## config.mk

```make
export PLATFORM = sky130hd
export DESIGN_NAME = mac_seq_ctrl
export DESIGN_NICKNAME = d
export VERILOG_FILES = /design/src/rtl/mac_seq_ctrl.sv
export SDC_FILE = /design/constraint.sdc
export NUM_CORES = 1
export LEC_CHECK = 0
export CAP_MARGIN = 25
export CELL_PAD_IN_SITES_DETAIL_PLACEMENT = 0
export CELL_PAD_IN_SITES_GLOBAL_PLACEMENT = 2
export CORE_UTILIZATION = 31
export CTS_CLUSTER_SIZE = 14
export DETAILED_ROUTE_END_ITERATION = 8
export PLACE_DENSITY = 0.9
export SKIP_CTS_REPAIR_TIMING = 1
export SYNTH_ARGS = -nofsm -noshare
export SYNTH_HDL_FRONTEND = slang
export SYNTH_SLANG_ARGS = --single-unit
```

## constraint.sdc

```tcl
create_clock -name clk -period 12 [get_ports clk]
set_input_delay 1.8 -clock clk [delete_from_list [all_inputs] [get_ports clk]]
set_output_delay 1.8 -clock clk [all_outputs]
set_load 0.02 [all_outputs]
```

## src/rtl/mac_seq_ctrl.sv

```systemverilog
// Job sequencer for the multi-lane MAC: issues a counted burst of operand beats,
// tags each beat through the MAC pipeline and accumulates the returned results.
module mac_seq_ctrl #(
    parameter int N_MUL   = 3,
    parameter int MAC_LAT = 7,
    parameter int LEN_W   = 16
) (
    input  logic                 clk,
    input  logic                 rst,
    input  logic                 start,
    input  logic [LEN_W-1:0]     len,
    output logic                 busy,
    input  logic                 in_valid,
    output logic                 in_ready,
    input  logic [16*N_MUL-1:0]  in_wei,
    input  logic [16*N_MUL-1:0]  in_fm,
    output logic [16*N_MUL-1:0]  mac_wei,
    output logic [16*N_MUL-1:0]  mac_fm,
    input  logic [15:0]          mac_res,
    output logic                 out_valid,
    input  logic                 out_ready,
    output logic [15:0]          out_data
);

    typedef enum logic [1:0] {IDLE, RUN, DRAIN, DONE} state_e;

    state_e               state_q;
    logic [LEN_W-1:0]     len_q;
    logic [LEN_W-1:0]     issued_q;
    logic [LEN_W-1:0]     retired_q;
    logic [15:0]          acc_q;
    logic [MAC_LAT:0]     tag_q;
    logic [MAC_LAT:0]     tag_d;
    logic                 busy_q;
    logic                 in_ready_q;
    logic                 out_valid_q;
    logic [16*N_MUL-1:0]  mac_wei_q;
    logic [16*N_MUL-1:0]  mac_fm_q;

    logic accept;
    logic retire;
    logic last_accept;
    logic last_retire;

    assign accept      = in_valid & in_ready_q;
    assign retire      = tag_q[MAC_LAT];
    assign last_accept = accept && ((issued_q + LEN_W'(1)) == len_q);
    assign last_retire = retire && ((retired_q + LEN_W'(1)) == len_q);
    assign tag_d       = {tag_q[MAC_LAT-1:0], accept};

    // Tag bit k set means the beat accepted k+1 edges ago; the top bit lines up with its mac_res.
    always_ff @(posedge clk or posedge rst) begin
        if (rst) begin
            state_q     <= IDLE;
            len_q       <= '0;
            issued_q    <= '0;
            retired_q   <= '0;
            acc_q       <= '0;
            tag_q       <= '0;
            busy_q      <= 1'b0;
            in_ready_q  <= 1'b0;
            out_valid_q <= 1'b0;
            mac_wei_q   <= '0;
            mac_fm_q    <= '0;
        end else begin
            tag_q    <= tag_d;
            mac_wei_q <= accept ? in_wei : '0;
            mac_fm_q  <= accept ? in_fm  : '0;
            if (accept) begin
                issued_q <= issued_q + LEN_W'(1);
            end
            if (retire) begin
                acc_q     <= acc_q + mac_res;
                retired_q <= retired_q + LEN_W'(1);
            end

            case (state_q)
                IDLE: begin
                    if (start) begin
                        busy_q    <= 1'b1;
                        len_q     <= len;
                        issued_q  <= '0;
                        retired_q <= '0;
                        acc_q     <= '0;
                        if (len != '0) begin
                            state_q    <= RUN;
                            in_ready_q <= 1'b1;
                        end else begin
                            state_q     <= DONE;
                            out_valid_q <= 1'b1;
                        end
                    end
                end
                RUN: begin
                    if (last_accept) begin
                        in_ready_q <= 1'b0;
                        if (last_retire) begin
                            state_q     <= DONE;
                            out_valid_q <= 1'b1;
                        end else begin
                            state_q <= DRAIN;
                        end
                    end
                end
                DRAIN: begin
                    if (retired_q == len_q) begin
                        state_q     <= DONE;
                        out_valid_q <= 1'b1;
                    end
                end
                DONE: begin
                    if (out_ready) begin
                        state_q     <= IDLE;
                        busy_q      <= 1'b0;
                        out_valid_q <= 1'b0;
                    end
                end
                default: state_q <= IDLE;
            endcase
        end
    end

    assign busy      = busy_q;
    assign in_ready  = in_ready_q;
    assign out_valid = out_valid_q;
    assign out_data  = acc_q;
    assign mac_wei   = mac_wei_q;
    assign mac_fm    = mac_fm_q;

endmodule

```

==> metrics, run 1 <==
status finished clean; GR Util met2 0.284; CP Launch Type input pin; fraction of layout cells with a size suffix above 1 0.0539; total wire length about 23 mm; CTS buffer count 17; ys async rst share 1.00; setup_tns 0 ns; number of I/O pins 248; maximum number of pins on one net before global-route repair approximately 110; routing usage on met1 0.210; drt initial violations 248; Final #Nets 1,181; CP Capture Type register; worst-path maximum fanout 4; actual slew at the worst max-slew pin approximately 0.89 ns; mux contribution to synthesized area 0.0208; worst vdd ir between 0.07 and 0.08 mV; Post-synth EDFFs 0; core area about 0.026 sq mm; WHS between 0.3 and 0.4 ns; xor and xnor fraction of the mapped netlist area 0.0829; CTS Root Cell clkbuf_16; CP top delay family simple AND/OR/NAND/NOR gates; TritonCTS clock tree done; top_reg_cell synth dfrtp_1; share of Yosys cell area claimed by the top area cell type 0.525; Worst Setup Slack, final roughly 8 ns; number of port buffers 247; Clock Skew 0.0183 ns; Initial Util 0.316; ANT nets after route 0; via count 6,566; met3 Usage GRT 0.0589; CTS H-tree lvls 4; FMAX 253 MHz; Die Height around 170 um; Max Cap Viol 0; Pwr Density 188 mW/mm^2; Longest Clk Path Bufs 2; GRT Overall Usage 0.171; worst path cell trace clkdlybuf4s50_1 > nor4_1 > nand4_1 > nand2_1 > nor4b_1 > nand3_1 > mux2_2 > o211ai_1; first-pass detailed-route iteration total 4; post-DP HPWL 16.1 mm; Cell Area, Synth 0.00824 sq mm; largest family of logic cells by synthesized area simple AND/OR/NAND/NOR gates; GP Congestion ~0.84; Final min period 3.96 ns; routed vias/inst 4.78; post-synthesis cell count 800; Critical Path RT about 12 ns; Worst path max stage delay 0.74 ns; count of buffer and inverter cells on the critical path 1; mean routed wirelength per cell 16.4 um; RSZ-0062 raised after global routing false; simple-gate area share of the yosys netlist 0.231; crit path DAT between 4 and 5 ns; P_leak between 5 and 6 nW; Yosys cell types 63; Critical-path top delay cell nor4_1; synthesized area per cell around 10 sq um; clock latency on the worst-skew pair around 0.43 ns; P&R area growth vs syn 41.2%; diode count 0; fillcell total 2,502; compound-gate portion of the synthesized area 0.0736; synthesized flop and latch total 173; Seq/Total Area, Yosys 0.525; fin crit share 0.330; Final setup viols 0; clk slew on worst S/H paths approximately 0.07 ns; Die X 165 um; FP Rows 59; area leader, netlist dfrtp_1; Final Max Slew Viols 0; adder-cell share of the synthesized area 0.0358; clk sink count 173; Mapped Nets between 900 and 1,000; Final Power 2.18 mW; residual DRC count 0; yosys warns 0; grt peak-use layer met2; Die ar. 0.0272 sq mm; critical path class input pin to register; vias in the first global route ~6,700; Hold Crit Class register to register; pre-CTS setup slack 7.61 ns; initial antenna violation count 0; Synth area leaders dfrtp_1 (53%), and3_1 (8.1%), xnor2_1 (4.5%); worst slew margin relative to its limit 0.407; total gr overflow 0; first-pass GRT wire length 36.1 mm; Hold Fails Final Rpt 0
-- routing by layer --
metal,part of all wire,vias to the layer above
li1,-,3238
met1,0.42,3128
met2,0.48,183
met3,0.079,17
met4,0.014,0
met5,0,-
-- final cells by class --
cell class | count | area [sq um] | area share
Clock inverter | 15 | 205 | 0.0176
Timing Repair Buffer | 253 | 2530 | 0.218
Sequential cell | 173 | 4330 | 0.372
Multi-Input combinational cell | 565 | 3660 | 0.315
Tap cell | 335 | 419 | 0.0360
Inverter | 15 | 61.3 | 0.00527
Clock buffer | 17 | 425 | 0.0366
-- flip-flops by register name (all words and copies together), names as in the netlist --
| name | flops |
|---|---|
| busy | 1 |
| in_ready | 1 |
| issued_q | 16 |
| len_q | 16 |
| mac_fm | 48 |
| mac_wei | 48 |
| out_data | 16 |
| out_valid | 1 |
| retired_q | 16 |
| state_q | 2 |
| tag_q | 8 |
-- through the flow --
stage | cell area [sq um] | utilization | cells
after detailed placement | 11000 | 0.421 | 1340
after global routing | 11600 | 0.447 | 1373
final | 11600 | 0.447 | 1373
after floorplan | 8240 | - | 800
after global placement | 11000 | 0.421 | 1340
after CTS | 11600 | 0.445 | 1372
-- Yosys cell counts (all sizes together), types with 3 or more instances --
library cell,n
nor2,75
o211ai,4
ha,22
a21oi,21
or3,8
a21o,7
nor4b,3
nand3,20
or4,5
a211oi,8
xnor2,42
nand4,14
and3,107
a31oi,5
o21ai,17
inv,15
nor4,11
and4,5
o21a,4
xor2,36
buf,11
mux2i,16
nor3,15
nor3b,3
and2,4
o31ai,5
clkbuf,36
nand2,83
dfrtp,173
-- placed cells by master, fill, tap and decap left out, types with 3 or more instances in the layout --
cell type / n
inv_8: 6
nor2_1: 75
a211oi_1: 8
o31ai_1: 5
nor3_1: 15
a21o_1: 7
a31oi_1: 4
xnor2_1: 42
nor3b_1: 3
inv_1: 14
clkdlybuf4s50_1: 246
o21ai_0: 16
nand4_1: 13
and2_1: 3
dfrtp_1: 172
o21a_1: 4
nand3_1: 19
nor4_1: 9
and3_1: 107
and4_1: 5
clkinv_8: 3
nand2_1: 83
a21oi_1: 20
ha_1: 22
mux2i_1: 16
xor2_1: 36
buf_4: 5
or4_1: 3
clkbuf_16: 17
nor4b_1: 3
or3_1: 8
o211ai_1: 3
-- power breakdown --
part	total [mW]	switching [mW]	leakage [nW]	internal, mW
clock	0.582	0.275	0.308	0.307
sequential	0.796	0.117	2.22	0.679
combinational	0.807	0.424	2.78	0.382
-- cells by family after synthesis --
family / Yosys count
fa+ha+maj: 23
buf+inv: 62
simple gates: 359
xor+xnor: 78
mux: 17
flops: 173
compound gates: 88
-- final timing paths --
path / from / slack, ns / cells after the start / to
max in group asynchronous: rst / 8.94 / 3 / in_ready$_DFFE_PP0P_
worst min register to register: tag_q[4]$_DFF_PP0_ / 0.35 / 0 / tag_q[5]$_DFF_PP0_
min in group asynchronous: rst / 1.76 / 2 / mac_fm[10]$_DFF_PP0_
worst max register to register: in_ready$_DFFE_PP0P_ / 8.83 / 8 / state_q[0]$_DFFE_PP0P_
worst min-delay path: tag_q[4]$_DFF_PP0_ / 0.35 / 0 / tag_q[5]$_DFF_PP0_
worst max-delay path: len[1] / 8.04 / 8 / out_valid$_DFFE_PP0P_
Power figures use the tool's default switching activity.
==> run 2, diff against run 1 <==
Settings changed: CORE_UTILIZATION 31 to 26, PLACE_DENSITY 0.9 to 0.81.
Clock period 12 ns to 3.2 ns, I/O delays scaled along.
==> run 2 against run 1 <==
Effect of this change:
- via count increased by 2.1%
- wire length is 4.4% higher
- setup slack worse by 7.6 ns
- clock skew decreased by 0.0063 ns
- utilization is 6.2 points lower
- first-iteration DRC count rose by 19%
- non-clock buffer count increased by 18
- cell area grew 2.0%
- critical path depth increased by 1
- global-route usage fell by 2.3 points
- clock-buffer cell count is 1 higher
- critical path type is now register to register
==> metrics, run 2 (synthesis results as in run 1) <==
core area 0.0309 sq mm (was 0.0261 sq mm); Pwr Density 695 mW/mm^2 (was 188 mW/mm^2); TritonCTS clock tree done (unchanged); final instance count without filler cells 1,452 (was 1,373); Final Max Slew Viols 0 (unchanged); Hold Fails Final Rpt 0 (unchanged); Final min period 2.79 ns; CTS H-tree lvls 4 (unchanged); first-pass detailed-route iteration total 4 (unchanged); Initial Util 0.267 (was 0.316); sw power 3.03 mW (was 0.816 mW); initial antenna violation count 1 (was 0); Die Height 180 um (was 165 um); fraction of layout cells with a size suffix above 1 0.0701 (was 0.0539); mean routed wirelength per cell 16.2 um (was 16.4 um); P_leak 5.39 nW (was 5.30 nW); number of I/O pins 248 (unchanged); GP Congestion 0.806 (was 0.837); part of the power in combinational logic 0.372 (was 0.369); P&R area growth vs syn 44.1% (was 41.2%); vias in the first global route 7,048 (was 6,706); critical path class register to register (was input pin to register); clk sink count 173 (unchanged); total wire length 23.5 mm (was 22.5 mm); post-DP HPWL 17.3 mm (was 16.1 mm); drt initial violations 295 (was 248); Die X 180 um (was 165 um); CTS buffer count 17 (unchanged); Clk pwr share 0.265 (was 0.266); first-pass GRT wire length 38.2 mm (was 36.1 mm); CP Launch Type register (was input pin); Pint 5.23 mW (was 1.37 mW); Longest Clk Path Bufs 2 (unchanged); total gr overflow 0 (unchanged); fin crit share 0.872; status finished clean (unchanged); ANT nets after route 0 (unchanged); Final Instance Area 0.0119 sq mm (was 0.0116 sq mm); Die ar. 0.0324 sq mm (was 0.0272 sq mm); GRT Overall Usage 0.149 (was 0.171); routed vias/inst 4.62 (was 4.78); Hold Crit Class register to register (unchanged); Clock Skew 0.0121 ns (was 0.0183 ns); switch share 0.367 (was 0.374); clock latency on the worst-skew pair 0.43 ns (about the same); Final #Nets 1,199 (was 1,181); CP Capture Type register (unchanged); commonest non-fill, non-tap cells in the layout clkdlybuf4s50_1 (246), dfrtp_1 (172), and3_1 (107), nand2_1 (83), nor2_1 (75) (unchanged); Final setup viols 0 (unchanged); clk slew on worst S/H paths 0.07 ns (about the same); RSZ-0062 raised after global routing false (unchanged); diode count 0 (unchanged); FP Rows 64 (was 59); maximum number of pins on one net before global-route repair 100 (was 107); CTS Root Cell clkbuf_16 (unchanged); pre-CTS setup slack 0.0193 ns (was 7.61 ns); Critical Path RT 3.55 ns (was 12.34 ns); Worst Setup Slack, final 0.411 ns (was 8.04 ns); setup_tns 0 ns (unchanged); actual slew at the worst max-slew pin 0.878 ns (was 0.889 ns); dpl cells 1,420 (was 1,340); worst-path maximum fanout 5 (was 4); share of power burned in registers 0.363 (was 0.364); DP Area 0.0113 sq mm (was 0.0110 sq mm); worst slew margin relative to its limit 0.409 (was 0.407); number of port buffers 247 (unchanged); most common cell after layout, fill and taps aside clkdlybuf4s50_1 (unchanged); FMAX between 300 and 400 MHz; worst vdd ir 0.386 mV (was 0.0734 mV); via count 6,701 (was 6,566); Max Cap Viol 0 (unchanged); crit path DAT 3.14 ns (was 4.30 ns); residual DRC count 0 (unchanged)
## run 2: cell types whose count changed in the layout (fill, tap and decap cells not counted)
cell / delta
buf_12: +5
buf_16: -1
buf_4: +14
bufinv_16: +1
clkbuf_8: +1
clkinv_2: +1
clkinv_4: -2
clkinv_8: -2
clkinvlp_4: +3
inv_12: -2
inv_6: +2
inv_8: -2
## run 2: metal layers
| metal | vias to the layer above | track usage | wire length [um] |
|---|---|---|---|
| met5 | - | 0 | 13 |
| met4 | 2 | 0.0390 | 217 |
| met3 | 17 | 0.0556 | 1880 |
| met2 | 192 | 0.247 | 11200 |
| met1 | 3222 | 0.181 | 10200 |
| li1 | 3268 | - | - |
## run 2: layout make-up
| type | instances | area [sq um] |
|---|---|---|
| clock buffer | 18 | 439 |
| fill | 3088 | 19000 |
| inverter | 15 | 60.1 |
| tap | 396 | 495 |
| timing repair buffer | 271 | 2710 |
| clock inverter | 14 | 176 |
| sequential | 173 | 4330 |
| multi-input combinational | 565 | 3660 |
## run 2: path summary, 6_finish.rpt
kind	startpoint	endpoint	slack (ns)	cells past startpoint
worst min register to register	tag_q[4]$_DFF_PP0_	tag_q[5]$_DFF_PP0_	0.35	0
worst min-delay path	tag_q[4]$_DFF_PP0_	tag_q[5]$_DFF_PP0_	0.35	0
max in group asynchronous	rst	mac_fm[9]$_DFF_PP0_	1.96	3
worst max register to register	retired_q[0]$_DFF_PP0_	out_valid$_DFFE_PP0P_	0.41	9
min in group asynchronous	rst	mac_wei[34]$_DFF_PP0_	0.53	2
worst max-delay path	retired_q[0]$_DFF_PP0_	out_valid$_DFFE_PP0P_	0.41	9
## run 2: stage by stage
stage / utilization / hold slack [ns] / total power, mW
floorplan: - / 0.331 / 5.00
global placement: 0.364 / 0.334 / 6.09
detailed placement: 0.364 / 0.338 / 6.11
CTS: 0.384 / 0.354 / 8.37
global route: 0.384 / 0.360 / 8.82
finish: 0.384 / 0.350 / 8.25
## run 2: power by group through the flow
| stage | Clock, mW | Sequential, mW | Combinational [mW] |
|---|---|---|---|
| finish | 2.19 | 2.99 | 3.07 |
| global route | 2.35 | 3.05 | 3.41 |
| CTS | 2.27 | 3.01 | 3.09 |
| detailed placement | 0 | 3.04 | 3.07 |
| global placement | 0 | 3.03 | 3.06 |
| floorplan | 0 | 3.06 | 1.94 |
## run 2: critical path: stages, from the launching register on
cell	delay (ns)
dfrtp_1	0.44
ha_1	0.27
nand4_1	0.24
or4_1	0.59
o211ai_1	0.18
nand3_1	0.09
o31ai_1	0.11
o2111a_1	0.35
mux2_2	0.36
o211ai_1	0.08
==> run 3, diff against run 2 <==
Settings changed: CTS_CLUSTER_SIZE 14 to 16.
==> results of run 3 <==
No change in the layout: final DEF, timing and power equal those of run 2.
